--- src/rtl/regfile_mp_if.sv ---
// Bus bundle for regfile_mp: decode-side reads/alloc and writeback-side commits.
interface regfile_mp_if #(
  parameter int XLEN = 32,
  parameter int NREG = 32,
  parameter int NRP  = 4,
  parameter int NWP  = 2
);
  localparam int AW = $clog2(NREG);
  localparam int CW = $clog2(NREG + 1);

  logic [NRP*AW-1:0]   rd_addr_i;
  logic [NRP*XLEN-1:0] rd_data_o;
  logic [NRP-1:0]      rd_busy_o;
  logic [NWP-1:0]      wr_en_i;
  logic [NWP*AW-1:0]   wr_addr_i;
  logic [NWP*XLEN-1:0] wr_data_i;
  logic                alloc_en_i;
  logic [AW-1:0]       alloc_addr_i;
  logic [CW-1:0]       busy_cnt_o;

  modport master (
    output rd_addr_i, wr_en_i, wr_addr_i, wr_data_i, alloc_en_i, alloc_addr_i,
    input  rd_data_o, rd_busy_o, busy_cnt_o
  );

  modport slave (
    input  rd_addr_i, wr_en_i, wr_addr_i, wr_data_i, alloc_en_i, alloc_addr_i,
    output rd_data_o, rd_busy_o, busy_cnt_o
  );
endinterface

--- src/rtl/regfile_mp.sv ---
// Multi-port register file with per-register busy scoreboard, x0 hardwired to zero,
// and optional same-cycle write-to-read forwarding.
module regfile_mp #(
  parameter int XLEN   = 32,
  parameter int NREG   = 32,
  parameter int NRP    = 4,
  parameter int NWP    = 2,
  parameter bit BYPASS = 1'b1
) (
  input logic         clk,
  input logic         rst_n,
  regfile_mp_if.slave bus
);
  localparam int AW = $clog2(NREG);
  localparam int CW = $clog2(NREG + 1);

  logic [XLEN-1:0]     r_regs [NREG];
  logic [NREG-1:0]     r_busy;
  logic [CW-1:0]       r_busyCnt;

  logic [NREG-1:0]     w_wrHit;
  logic [XLEN-1:0]     w_wrData [NREG];
  logic [NREG-1:0]     w_allocHit;
  logic [NREG-1:0]     w_busyNext;
  logic [CW-1:0]       w_clrCnt;
  logic                w_allocFresh;
  logic [NRP*XLEN-1:0] w_rdData;
  logic [NRP-1:0]      w_rdBusy;

  // Per-register decode of commits; later ports overwrite earlier ones so the highest index wins.
  always_comb begin
    w_wrHit    = '0;
    w_allocHit = '0;
    w_busyNext = '0;
    w_clrCnt   = '0;
    for (int r = 0; r < NREG; r++) begin
      w_wrData[r] = '0;
      for (int w = 0; w < NWP; w++) begin
        if (r != 0 && bus.wr_en_i[w] && bus.wr_addr_i[w*AW +: AW] == AW'(r)) begin
          w_wrHit[r]  = 1'b1;
          w_wrData[r] = bus.wr_data_i[w*XLEN +: XLEN];
        end
      end
      w_allocHit[r] = (r != 0) && bus.alloc_en_i && (bus.alloc_addr_i == AW'(r));
      w_busyNext[r] = w_allocHit[r] | (r_busy[r] & ~w_wrHit[r]);
      if (r_busy[r] && w_wrHit[r] && !w_allocHit[r])
        w_clrCnt = w_clrCnt + CW'(1);
    end
  end

  assign w_allocFresh = |(w_allocHit & ~r_busy);

  always_ff @(posedge clk or negedge rst_n) begin
    if (!rst_n) begin
      for (int r = 0; r < NREG; r++)
        r_regs[r] <= '0;
      r_busy    <= '0;
      r_busyCnt <= '0;
    end else begin
      for (int r = 0; r < NREG; r++)
        if (w_wrHit[r])
          r_regs[r] <= w_wrData[r];
      r_busy    <= w_busyNext;
      r_busyCnt <= r_busyCnt + CW'(w_allocFresh) - w_clrCnt;
    end
  end

  // A forwarded read reports not-busy unless a new producer is allocated in the same cycle.
  always_comb begin
    logic [AW-1:0] w_rdAddr;
    w_rdData = '0;
    w_rdBusy = '0;
    w_rdAddr = '0;
    for (int p = 0; p < NRP; p++) begin
      w_rdAddr = bus.rd_addr_i[p*AW +: AW];
      if (w_rdAddr != '0) begin
        w_rdData[p*XLEN +: XLEN] = r_regs[w_rdAddr];
        w_rdBusy[p]              = r_busy[w_rdAddr];
        if (BYPASS) begin
          for (int w = 0; w < NWP; w++) begin
            if (bus.wr_en_i[w] && bus.wr_addr_i[w*AW +: AW] == w_rdAddr) begin
              w_rdData[p*XLEN +: XLEN] = bus.wr_data_i[w*XLEN +: XLEN];
              w_rdBusy[p]              = bus.alloc_en_i && (bus.alloc_addr_i == w_rdAddr);
            end
          end
        end
      end
    end
  end

  assign bus.rd_data_o  = w_rdData;
  assign bus.rd_busy_o  = w_rdBusy;
  assign bus.busy_cnt_o = r_busyCnt;

`ifdef REGFILE_MP_SCOREBOARD_CHECK
  always @(posedge clk) begin
    if (rst_n) begin
      for (int w = 0; w < NWP; w++) begin
        if (bus.wr_en_i[w] && bus.wr_addr_i[w*AW +: AW] != '0 &&
            !r_busy[bus.wr_addr_i[w*AW +: AW]])
          $error("regfile_mp: write to non-busy register %0d", bus.wr_addr_i[w*AW +: AW]);
      end
    end
  end
`endif
endmodule

--- src/flat_wrapper.sv ---
// flat-port wrapper written by rule: the top's interface ports become plain ports
module regfile_mp_flat 
#(
  parameter int XLEN   = 32,
  parameter int NREG   = 32,
  parameter int NRP    = 4,
  parameter int NWP    = 2,
  parameter bit BYPASS = 1'b1
)
  (clk, rst_n, bus_rd_addr_i, bus_wr_en_i, bus_wr_addr_i, bus_wr_data_i, bus_alloc_en_i, bus_alloc_addr_i, bus_rd_data_o, bus_rd_busy_o, bus_busy_cnt_o);
  regfile_mp_if #(.XLEN(XLEN), .NREG(NREG), .NRP(NRP), .NWP(NWP)) bus_i ();
  input logic clk;
  input logic rst_n;
  input wire logic [$bits(bus_i.rd_addr_i)-1:0] bus_rd_addr_i;
  input wire logic [$bits(bus_i.wr_en_i)-1:0] bus_wr_en_i;
  input wire logic [$bits(bus_i.wr_addr_i)-1:0] bus_wr_addr_i;
  input wire logic [$bits(bus_i.wr_data_i)-1:0] bus_wr_data_i;
  input wire logic [$bits(bus_i.alloc_en_i)-1:0] bus_alloc_en_i;
  input wire logic [$bits(bus_i.alloc_addr_i)-1:0] bus_alloc_addr_i;
  output wire logic [$bits(bus_i.rd_data_o)-1:0] bus_rd_data_o;
  output wire logic [$bits(bus_i.rd_busy_o)-1:0] bus_rd_busy_o;
  output wire logic [$bits(bus_i.busy_cnt_o)-1:0] bus_busy_cnt_o;
  assign bus_i.rd_addr_i = bus_rd_addr_i;
  assign bus_i.wr_en_i = bus_wr_en_i;
  assign bus_i.wr_addr_i = bus_wr_addr_i;
  assign bus_i.wr_data_i = bus_wr_data_i;
  assign bus_i.alloc_en_i = bus_alloc_en_i;
  assign bus_i.alloc_addr_i = bus_alloc_addr_i;
  assign bus_rd_data_o = bus_i.rd_data_o;
  assign bus_rd_busy_o = bus_i.rd_busy_o;
  assign bus_busy_cnt_o = bus_i.busy_cnt_o;
  regfile_mp #(.XLEN(XLEN), .NREG(NREG), .NRP(NRP), .NWP(NWP), .BYPASS(BYPASS)) u_core (.clk(clk), .rst_n(rst_n), .bus(bus_i));
endmodule
--- config.mk ---
export PLATFORM = sky130hd
export DESIGN_NAME = regfile_mp_flat
export DESIGN_NICKNAME = d
export VERILOG_FILES = /design/src/rtl/regfile_mp_if.sv /design/src/rtl/regfile_mp.sv /design/src/flat_wrapper.sv
export SDC_FILE = /design/constraint.sdc
export NUM_CORES = 2
export LEC_CHECK = 0
export CAP_MARGIN = 10
export CORE_AREA = 3 3 473 475
export DETAILED_ROUTE_END_ITERATION = 10
export DIE_AREA = 0 0 476 478
export PLACE_DENSITY = 0.64
export REMOVE_ABC_BUFFERS = 1
export SLEW_MARGIN = 10
export SYNTH_ARGS = -nofsm -noshare
export SYNTH_HDL_FRONTEND = slang
export SYNTH_SLANG_ARGS = --single-unit
--- constraint.sdc ---
create_clock -name clk -period 21.9 [get_ports clk]
set_input_delay 2.19 -clock clk [delete_from_list [all_inputs] [get_ports clk]]
set_output_delay 2.19 -clock clk [all_outputs]
set_load 0.02 [all_outputs]
# After elaboration in Yosys (flattened, before gate mapping)
# Index checks and enable logic that the tools add are counted.
# totals
regBits	1029
inputBits	104
# classes
add_sub_neg	32
order_cmp	8
n_eq_ne	105
mux	199
bitwise_logic	99
n_reduce_logical	203
# op_table
operator	count
two-way mux 32 bit	82
binary-select mux 32 bit (select 5 bit)	4
equality test 5 bit, second input constant	48
adder 6 x 1 -> 6 bit, second input constant	30
two-way mux 6 bit	30
logical AND 1 bit	167
equality test 5 x 4 -> 1 bit, second input constant	24
two-way mux 1 bit	79
equality test 5 x 3 -> 1 bit, second input constant	12
equality test 5 bit	12
AND 32 bit	1
NOT 32 bit	1
OR reduction 32 bit	1
AND 1 bit	31
zero test 1 bit	31
NOT 1 bit	31
OR 1 bit	31
equality test 5 x 2 -> 1 bit, second input constant	6
greater-or-equal comparator 6 bit, second input constant	4
< comparator 5 x 6 -> 1 bit, second input constant	4
NOT 5 -> 6 bit	4
binary-select mux 1 bit (select 5 bit)	4
nonzero test 5 bit	4
equality test 5 x 1 -> 1 bit, second input constant	3
other kinds (2)	2

# Depth between registers and ports, before layout
# depth
word_depth	68
depth_mapped	96
mapped_depth_nobuf	94

# Worst setup path after synthesis
# No wires, ideal clock.
# synth_path
path_kind	in2reg
from	input port bus_wr_addr_i[7]
to	register u_core.r_busyCnt[5], in the netlist u_core.bus.busy_cnt_o[5]
arrival_ns	18.029
required_time_ns	21.820
slack_ns	3.792
stages	90
path_buffers	2
path_cell_list	buf_2 > or4b_1 > clkbuf_1 > o22ai_1 > nand2b_1 > ha_1 > inv_1 > xnor2_1 > ha_1 > inv_1 > a32o_1 > a21oi_1 > a21o_1 > xor2_1 > mux2_2 > ha_1 > nor3_1 > a31oi_1 > (+54 left out) > xnor2_1 > nand3_1 > o21ai_0 > a21o_1 > ha_1 > inv_1 > mux2i_1 > ha_1 > mux2_2 > ha_1 > mux2i_1 > ha_1 > ha_1 > a21o_1 > a21oi_1 > o21bai_1 > a21oi_1 > xnor2_1
# synth_via
elab_chain_len	67
# synth_lines
element	line_no	source
start: declaration	flat_wrapper.sv:16	input wire logic [$bits(bus_i.wr_addr_i)-1:0] bus_wr_addr_i;
equality test 5 x 1 -> 1 bit	regfile_mp.sv:39	if (r != 0 && bus.wr_en_i[w] && bus.wr_addr_i[w*AW +: AW] == AW'(r)) begin
logical AND 1 bit	regfile_mp.sv:39	
two-way mux 1 bit	regfile_mp.sv:39	
logical AND 1 bit (2 in a row)	regfile_mp.sv:46	if (r_busy[r] && w_wrHit[r] && !w_allocHit[r])
two-way mux 1 bit	regfile_mp.sv:46	
adder 6 x 1 -> 6 bit	regfile_mp.sv:47	w_clrCnt = w_clrCnt + CW'(1);
two-way mux 6 bit	regfile_mp.sv:46	
adder 6 x 1 -> 6 bit	regfile_mp.sv:47	
(+50 left out)	--	
two-way mux 6 bit	regfile_mp.sv:46	
adder 6 x 1 -> 6 bit	regfile_mp.sv:47	
two-way mux 6 bit	regfile_mp.sv:46	
adder 6 x 1 -> 6 bit	regfile_mp.sv:47	
two-way mux 6 bit	regfile_mp.sv:46	
adder 6 x 1 -> 6 bit	regfile_mp.sv:47	
two-way mux 6 bit (*)	regfile_mp.sv:46	
subtractor 6 bit (*)	regfile_mp.sv:64	r_busyCnt <= r_busyCnt + CW'(w_allocFresh) - w_clrCnt;
end signal: assignment	regfile_mp.sv:64	
end: declaration	regfile_mp.sv:19	logic [CW-1:0] r_busyCnt;
# Mark *: on every way between the ends. The rest lies on a longest branch, timed or not.
# A chain may end at the register's enable or synchronous reset.

# Worst setup path in the final report
# layout_path
from	input port bus_wr_addr_i[9]
to	register u_core.r_busyCnt[5], in the netlist u_core.bus.busy_cnt_o[5]
# Same word-level chain as after synthesis.

==> metrics <==
status=finished, final reports clean; post-route insts no fill=10700; global-route wire length before repair=552000 microns; slew margin rel.=0.113; Fmax=49.1 MHz; vias per std cell=7.07; hold wc startpoint=u_core.r_regs[41]$_DFFE_PN0N_; boundary pin count=242; Crit. End Element=flop; layout cell share with drive strength beyond 1=0.249; Mapped Area=87900 sq um; Final setup viols=0; Routability Congestion=0.933; GR Overflow Total=0; Synth Area in XOR/XNOR=0.0213; number of synthesized flops with an enable pin=0; fin area=96900 sq um; Routed WL=391000 microns; total chip power=0.00856 W; vias in the first global route=72300; sequential area share after synthesis=0.293; die span in x=476 microns; HP Class=flop to flop; # DRC=0; met3 WL post-DR=60700 microns; setup bufs post-CTS=0; syn avg cell area=10.9 sq um; Hold Vio Cnt, Final=0; type of origin of the critical path=input port; mux cell area share after synthesis=0.450; asr flop ratio synth=1.00; GRT Util Overall=0.337; CP startpoint=bus_wr_addr_i[9]; fin nets=7772; accumulated negative setup slack=0 ns; top_reg_cell synth=dfrtp_1; CTS buffer count=118; Power Density=88.3 nW/um^2; Skew-Pair Late Insertion Delay=0.78 ns; Seq cells post-synth=1029; worst path bufs/invs=5; DP Area=92700 sq um; largest net degree at the start of global routing=104; Post-Synth Adder-Cell Area=0.00592; M1 wire length=137000 microns; CTS clk-pin slew, worst paths=0.06 ns; hpwl dp=233000 microns; maximum vdd drop=0.0782 mV; Clock Skew=0.0381 ns; max-cap violations=0; # rows=172; routed vias=75600; slew of the pin with the lowest slew margin=1.33 ns; Final Max Tran Viols=0; Layout Utilization=0.441; TritonCTS clock tree=built; Unique masters post-synth=92; CP max FO=17; required time worst endpoint=22.57 ns; met2 routed WL=163000 microns; clock tree buffer depth=3; port bufs=241; compound-cell area share of the yosys netlist=0.107; H-tree levels=3; Die H=478 microns; initial antenna violation count=8; CP Class=input port to flop; Placeable Area=220000 sq um; crit path time final=20.38 ns; most common cell after layout, fill and taps aside=mux4_2; Top Metal Used=met5; Root Buffer=clkbuf_16; RSZ-0062 raised after global routing=false; Starting Density=0.400; CP peak stage delay=0.74 ns; Syn Inst Count=8026; synthesis-to-layout area growth=10.3%; top cell family by delay on the critical path=adder cells; initial drt markers=13000; WL per Instance=36.6 microns; commonest non-fill, non-tap cells in the layout=1188 x mux4_2, 1127 x mux2i_1, 1029 x dfrtp_1, 818 x nor2_1, 680 x a21oi_1; largest family of logic cells by synthesized area=multiplexers; die area=228000 sq um; cell mode on critical path=ha_1; Worst Path Arrival=21.05 ns; Post-Synth Simple-Gate Area=0.0772; YS warnings=0; Final Cycle Share=0.930; Final ANT Viol Nets=0; worst reg2reg startpoint=u_core.r_busy[2]$_DFF_PN0_; clk sinks=1029; Initial DRT Pass Iterations=7; P_leak=42.9 nW; Crit-path slowest cell=or4b_1; placed cell count=10500
[worst paths after layout]
check                                                          end  slack, ns  cells past startpoint
worst min register to register       u_core.r_regs[41]$_DFFE_PN0N_       0.60                      2
worst max register to register  u_core.bus.busy_cnt_o[5]$_DFF_PN0_       3.74                     87
worst max-delay path            u_core.bus.busy_cnt_o[5]$_DFF_PN0_       1.52                     90
max in group asynchronous           u_core.r_regs[703]$_DFFE_PN0N_      17.39                      4
min in group asynchronous            u_core.r_regs[90]$_DFFE_PN0N_       1.50                      1
worst min-delay path                 u_core.r_regs[41]$_DFFE_PN0N_       0.60                      2
[stage by stage]
step	hold slack, ns	worst slack [ns]
after CTS	0.598	1.67
after global routing	0.624	0.0463
after global placement	0.558	1.11
after detailed placement	0.582	0.982
after floorplan	0.524	3.78
final	0.603	1.52
[worst min-delay path, delay by kind of cell (launching register included)]
kind / cells / cell delay (ns)
DFF: 1 / 0.39
AOI/OAI and AO/OA: 1 / 0.11
and+or+nand+nor: 1 / 0.07
[routing by layer]
layer,global-route usage,up-vias
met4,0.210,8
li1,-,29700
met1,0.429,37600
met3,0.138,1599
met2,0.473,6593
met5,0,-
[where the power goes]
part	total (W)	switching [W]	leakage, nW	internal, W
clock network	0.00217	0.000922	2.02	0.00125
logic	0.00331	0.00148	28.5	0.00182
registers	0.00308	0.000669	12.4	0.00241
[repair_timing]
item	CTS	global route
resized for setup	0	7
hold buffers	0	0
endpoints found under the setup margin	0	1
[cell usage after synthesis, types with 5 or more instances]
master        n  area [sq um]
mux4_2     1188         26800
mux2i_1    1127         11300
dfrtp_1    1029         25700
nor2_1      835          3130
clkbuf_1    756          2840
a21oi_1     680          3400
nand2_1     615          2310
o21ai_0     536          2680
buf_1       237           890
a211oi_1    138          1040
mux2_2      136          1530
a22o_1      134          1170
xor2_1       76           666
xnor2_1      74           648
nand3_1      46           230
ha_1         40           500
inv_1        39           146
o22ai_1      24           150
buf_2        20           100
nor3_1       17          85.1
nand4_1      16           100
nor4_1       16           100
a21o_1       15           113
a31oi_1      12          75.1
nand2b_1     12          75.1
nor2b_1      10          62.6
and2_1        9          56.3
xnor3_1       9           203
o21ai_1       8          40.0
a31o_2        7          61.3
nand4b_1      7          61.3
nand4bb_1     7          78.8
or2_2         7          43.8
and3_1        6          37.5
nor4bb_1      6          60.1
o211ai_1      6          45.0
or4_1         6          45.0
a32o_1        5          50.1
nand3b_1      5          37.5
[kinds of logic (layout without fill, tap and decap cells)]
| family | after synthesis | count (layout) |
|---|---|---|
| simple gates | 1649 | 1649 |
| xor+xnor | 175 | 175 |
| other cells | 1 | 7 |
| buf+inv | 1054 | 753 |
| fa+ha+maj | 41 | 41 |
| mux | 2451 | 2451 |
| flops | 1029 | 1029 |
| compound gates | 1626 | 1626 |
[flip-flops by register name, summed over array words and instances (netlist names)]
signal                 cells
u_core.r_regs            992
u_core.r_busy             31
u_core.bus.busy_cnt_o      6
[layout make-up]
cell class              instances  area [sq um]
fillers                     20100        123000
clock inverters                51           744
repair buffers                496          4410
flip-flops and latches       1029         25700
multi-input cells            5943         58800
well taps                    2958          3700
diodes                          6          15.0
clock buffers                 167          3410
inverters                      39           146
(Power assumes the default switching activity.)
